--- src/rtl/alu_pkg.sv ---
// Shared ALU definitions.
// The operation codes live here once, so the ALU decoder and seq_alu always
// agree on the encoding. Also provides a small helper that classifies shifts.
package alu_pkg;

    typedef enum logic [3:0] {
        ALU_ADD  = 4'd0,
        ALU_SUB  = 4'd1,
        ALU_AND  = 4'd2,
        ALU_OR   = 4'd3,
        ALU_XOR  = 4'd4,
        ALU_SLT  = 4'd5,
        ALU_SLTU = 4'd6,
        ALU_SLL  = 4'd7,
        ALU_SRL  = 4'd8,
        ALU_SRA  = 4'd9
    } alu_op_e;

    localparam int ALU_OP_W = 4;

    // Shifts are sequenced one bit per cycle by seq_alu; everything else
    // finishes in alu_core within a single cycle.
    function automatic logic is_shift(input logic [ALU_OP_W-1:0] op);
        return (op == ALU_SLL) || (op == ALU_SRL) || (op == ALU_SRA);
    endfunction

endpackage

--- src/rtl/alu_core.sv ---
// Single-cycle ALU operations (combinational).
// Ports:
//   op : operation code (alu_pkg encoding)
//   a  : first operand
//   b  : second operand
//   y  : result; shift codes and undefined codes (10-15) give 0 here,
//        because shifts are produced by the sequencer in seq_alu.
module alu_core
    import alu_pkg::*;
#(
    parameter int XLEN = 32
) (
    input  logic [ALU_OP_W-1:0] op,
    input  logic [XLEN-1:0]     a,
    input  logic [XLEN-1:0]     b,
    output logic [XLEN-1:0]     y
);

    always_comb begin
        y = '0;
        case (op)
            ALU_ADD:  y = a + b;
            ALU_SUB:  y = a - b;
            ALU_AND:  y = a & b;
            ALU_OR:   y = a | b;
            ALU_XOR:  y = a ^ b;
            ALU_SLT:  y = {{(XLEN-1){1'b0}}, ($signed(a) < $signed(b))};
            ALU_SLTU: y = {{(XLEN-1){1'b0}}, (a < b)};
            default:  y = '0;
        endcase
    end

endmodule

--- src/rtl/seq_alu.sv ---
// Sequential ALU: single-cycle ops complete with latency 1; shifts move the
// working register by one bit per cycle (latency shamt+1, or 1 for shamt 0).
// Ports:
//   clk, rst_n             clock, synchronous active-low reset
//   in_valid/in_ready      operation handshake (ready only in IDLE)
//   alu_control/src_a/b    operation code and operands
//   flush                  abandons any in-flight or pending operation
//   out_valid/out_ready    result handshake (valid only in DONE)
//   result, zero           result and its zero flag, held stable in DONE
module seq_alu
    import alu_pkg::*;
#(
    parameter int XLEN = 32
) (
    input  logic                clk,
    input  logic                rst_n,
    input  logic                in_valid,
    output logic                in_ready,
    input  logic [ALU_OP_W-1:0] alu_control,
    input  logic [XLEN-1:0]     src_a,
    input  logic [XLEN-1:0]     src_b,
    input  logic                flush,
    output logic                out_valid,
    input  logic                out_ready,
    output logic [XLEN-1:0]     result,
    output logic                zero
);

    localparam int SW = $clog2(XLEN);

    typedef enum logic [1:0] {IDLE, SHIFT, DONE} state_t;

    state_t              state_q, state_d;
    logic [ALU_OP_W-1:0] op_q;
    logic [XLEN-1:0]     a_q, b_q;
    logic [XLEN-1:0]     res_q;
    logic [SW-1:0]       cnt_q;
    logic [XLEN-1:0]     core_y;
    logic [XLEN-1:0]     step;
    logic [SW-1:0]       shamt;
    logic                shift_op;
    logic                accept;

    alu_core #(.XLEN(XLEN)) u_core (
        .op (alu_control),
        .a  (src_a),
        .b  (src_b),
        .y  (core_y)
    );

    assign in_ready  = (state_q == IDLE);
    assign out_valid = (state_q == DONE);
    assign result    = res_q;
    assign zero      = (res_q == '0);

    assign shamt    = src_b[SW-1:0];
    assign shift_op = is_shift(alu_control);
    // flush wins over a simultaneous request
    assign accept   = in_valid && in_ready && !flush;

    // One shift step; SRA refills from the sign captured at accept.
    always_comb begin
        step = res_q;
        case (op_q)
            ALU_SLL: step = {res_q[XLEN-2:0], 1'b0};
            ALU_SRL: step = {1'b0, res_q[XLEN-1:1]};
            ALU_SRA: step = {a_q[XLEN-1], res_q[XLEN-1:1]};
            default: step = res_q;
        endcase
    end

    always_ff @(posedge clk) begin
        if (!rst_n) state_q <= IDLE;
        else        state_q <= state_d;
    end

    always_comb begin
        state_d = state_q;
        case (state_q)
            IDLE:    if (accept) state_d = (shift_op && shamt != '0) ? SHIFT : DONE;
            SHIFT:   if (cnt_q == SW'(1)) state_d = DONE;
            DONE:    if (out_ready) state_d = IDLE;
            default: state_d = IDLE;
        endcase
        if (flush) state_d = IDLE;
    end

    always_ff @(posedge clk) begin
        if (!rst_n) begin
            op_q  <= '0;
            a_q   <= '0;
            b_q   <= '0;
            res_q <= '0;
            cnt_q <= '0;
        end else if (accept) begin
            op_q  <= alu_control;
            a_q   <= src_a;
            b_q   <= src_b;
            cnt_q <= shamt;
            // shifts start from src_a, which is also the shamt==0 answer
            res_q <= shift_op ? src_a : core_y;
        end else if (state_q == SHIFT && !flush) begin
            res_q <= step;
            cnt_q <= cnt_q - SW'(1);
        end
    end

    // Captured src_b and most of src_a are kept for visibility only; the
    // counter and working register already carry what the shifter needs.
    logic unused_ok;
    assign unused_ok = ^{a_q[XLEN-2:0], b_q};

endmodule
--- config.mk ---
export PLATFORM = sky130hd
export DESIGN_NAME = seq_alu
export DESIGN_NICKNAME = d
export VERILOG_FILES = /design/src/rtl/alu_pkg.sv /design/src/rtl/alu_core.sv /design/src/rtl/seq_alu.sv
export SDC_FILE = /design/constraint.sdc
export NUM_CORES = 1
export LEC_CHECK = 0
export CORE_ASPECT_RATIO = 1.25
export CORE_MARGIN = 1.5
export CORE_UTILIZATION = 62
export CTS_CLUSTER_DIAMETER = 100
export CTS_CLUSTER_SIZE = 20
export DETAILED_ROUTE_END_ITERATION = 10
export PLACE_DENSITY = 0.89
export SYNTH_ARGS = -nofsm -noshare
export SYNTH_HDL_FRONTEND = slang
export SYNTH_SLANG_ARGS = --single-unit
--- constraint.sdc ---
create_clock -name clk -period 5.64 [get_ports clk]
set_input_delay 1.128 -clock clk [delete_from_list [all_inputs] [get_ports clk]]
set_output_delay 1.128 -clock clk [all_outputs]
set_load 0.05 [all_outputs]
==> run summary <==
post-route clock period utilization - 77.4%
CP Launch Type - primary input
grt ovf - 0
fin util - 74.5%
worst-case reg-to-reg path depth - 8
GP Congestion - 1.04
share of cells above drive strength 1 - 4.71%
Hold Crit Class - reg2reg
Root Buffer - clkbuf_16
vias per inst - 6.97
cts hold-fix bufs - 0
wire length on met1 - 10,900 um
Ports - 108
pre-CTS worst setup slack - 1.14 ns
setup violators final - 0
leading area contributor after synthesis - ha_1
setup tns final - 0 ns
Worst Path Required - 5.88 ns
crit path capture type - flip-flop
die area - 13,400 um^2
critical-path cell list - clkdlybuf4s50_1 -> inv_1 -> ha_1 -> inv_2 -> a21oi_1 -> o2111ai_1 -> a21oi_1 -> o21ai_1 -> a41oi_2 -> nor2_1 -> a2111oi_0 -> a211o_1
Max-Cap Viols - 0
Seq cells post-synth - 44
CP endpoint - result[0]$_SDFFE_PN0P_
TritonCTS Sinks - 44
fin worst setup slack - 1.27 ns
Rows - 45
Yosys warnings - 0
outcome - complete, no violations
uppermost layer routed - met4
Max FO, Critical Path - 9
r2r startpoint - state_q[1]$_SDFFE_PP0P_
CTS tree - yes
WL met2 - 12,500 um
Max Buffers Root-to-Sink - 2
reg-to-reg endpoint - result[26]$_SDFFE_PN0P_
Design Area, Final - 9140 um^2
ys flop type - dfxtp_1
antenna viol nets, final - 0
DPL Wire Length - 21,800 um
Area Overhead vs Synth - 15.8%
Synth area leaders - ha_1 18%, dfxtp_1 11%, a21oi_1 6.8%
fill count - 980
asr flop ratio synth - 0%
DR pass1 iterations - 7
Max H-tree Level - 2
Die Wd - 104 um
port buffer count - 107
RSZ-0062 raised after global routing - no
area share of the largest cell type after synthesis - 18.2%
Slew Limit Fails - 0
Wirelength per Cell - 21.3 um
R2R setup slack - 2.67 ns
CTS buffer count - 5
core area - 12,300 um^2
clock-pin slew on the worst setup and hold paths - 0.06 ns
CP Class - in2reg
synthesized area per cell - 6.99 um^2
dpl cell area - 8970 um^2
syn nets - 1,320
DR DRC count - 0
Post-synth EDFFs - 0
FMAX - 229 MHz
crit path from - src_a[15]
initial antenna violation count - 0
Worst EP arrival - 4.60 ns
gate count after technology mapping - 1,130
initial DRC count - 1,133
Fin Clk Skew - 0.00853 ns
clk_lat worst skew - 0.30 ns
Netlist Area Pre-Place - 7900 um^2
GRT Total Usage - 41.6%
Critical Path Most Common Cell - a21oi_1
Final #Nets - 1,377
Power Density - 161 nW/um^2
Unique masters post-synth - 88
vias in the first global route - 8,592
post-CTS setup repair buffer count - 0
first-pass GRT wire length - 44,900 um
Die H - 129 um
initial core utilization - 64.3%
antenna cells - 0
largest net degree at the start of global routing - 37
metal3 WL - 3560 um
WL final - 28,800 um
post-synthesis sequential area ratio - 11.2%
final worst path period need - 4.37 ns
peak supply drop - 0.000162 V
Vias - 9,417
slowest cell delay on critical path - 0.57 ns
Worst Tran Pin Value - 1.03 ns
headroom to the max-slew limit - 31.2%
crit path max-delay cell type - clkdlybuf4s50_1
count of final hold-check violations - 0
cts repair resizes - 0
leakage - 3.72 nW
[area by class of cell]
cell class | instances | area, um^2 | share of cell area, %
Multi-Input combinational cell | 908 | 6280 | 68.7
Timing Repair Buffer | 125 | 1220 | 13.3
Sequential cell | 44 | 881 | 9.64
Inverter | 103 | 387 | 4.23
Tap cell | 164 | 205 | 2.25
Clock buffer | 5 | 125 | 1.37
Clock inverter | 3 | 47.5 | 0.520
[placed cells by master, fill, tap and decap left out, drive strengths merged, types with 6 or more instances in the layout]
| master | instances |
|---|---|
| nor2b | 20 |
| o211ai | 21 |
| mux2i | 8 |
| nand3 | 21 |
| nor2 | 68 |
| a21boi | 11 |
| nor3 | 34 |
| clkdlybuf4s50 | 107 |
| a211oi | 7 |
| a21oi | 110 |
| nand2b | 6 |
| o21bai | 12 |
| and2 | 7 |
| a22o | 11 |
| dfxtp | 44 |
| xnor2 | 15 |
| a221o | 13 |
| a31oi | 22 |
| a21o | 10 |
| o221ai | 8 |
| a221oi | 28 |
| nand4 | 25 |
| nand2 | 140 |
| or3 | 8 |
| nor4 | 23 |
| o31ai | 12 |
| ha | 115 |
| buf | 18 |
| inv | 102 |
| o21ai | 80 |
[metrics by stage]
step	std cells	total power, W	hold slack, ns
after floorplan	1130	0.000860	0.444
after CTS	1352	0.00145	0.481
after global placement	1344	0.00109	0.464
after detailed placement	1344	0.00110	0.472
final	1352	0.00147	0.481
after global routing	1352	0.00153	0.524
[report_power, final]
part           internal (W)  total, W  switching (W)
Combinational      0.000280  0.000773       0.000493
Sequential         0.000327  0.000351      0.0000245
Clock              0.000211  0.000350       0.000139
Total              0.000818   0.00147       0.000657
[registers in the layout (all words and copies together) (netlist names)]
signal,cells
cnt_q,5
op_q,4
a_q,1
state_q,2
result,32
[worst max-delay path, delay by kind of cell]
kind / cells / cell delay (ns)
fa+ha+maj: 1 / 0.50
compound gates: 7 / 2.10
simple gates: 1 / 0.10
buf+inv: 3 / 0.76
[logic make-up after synthesis]
logic type,count (synthesis),synth area share [%]
flops,44,11.2
compound gates,397,35.3
buf+inv,178,9.48
fa+ha+maj,117,18.7
mux,8,1.01
xor+xnor,18,2.00
simple gates,368,22.4
[worst min-delay path by stage]
stage	cells past startpoint	slack (ns)	to	from
after floorplan	2	0.44	a_q[31]$_SDFFE_PN0P_	a_q[31]$_SDFFE_PN0P_
after global placement	2	0.46	op_q[1]$_SDFFE_PN0P_	op_q[1]$_SDFFE_PN0P_
after detailed placement	2	0.47	op_q[1]$_SDFFE_PN0P_	op_q[1]$_SDFFE_PN0P_
after CTS	2	0.48	op_q[1]$_SDFFE_PN0P_	op_q[1]$_SDFFE_PN0P_
after global routing	2	0.52	a_q[31]$_SDFFE_PN0P_	a_q[31]$_SDFFE_PN0P_
final	2	0.48	op_q[1]$_SDFFE_PN0P_	op_q[1]$_SDFFE_PN0P_
[cells in the mapped netlist, drive strengths merged (25+ instances only)]
master / number
nor2: 68
a221oi: 28
ha: 115
inv: 102
clkbuf: 34
nand4: 25
o21ai: 80
dfxtp: 44
nand2: 140
buf: 41
a21oi: 110
nor3: 34
[routing by layer]
layer  track usage (%)  up-vias
met1              52.6     4311
li1                  -     4251
met3              8.85      162
met2              66.2      693
met5                 0        -
met4              23.1        0
Note: power is estimated with default switching activity, not from simulation.
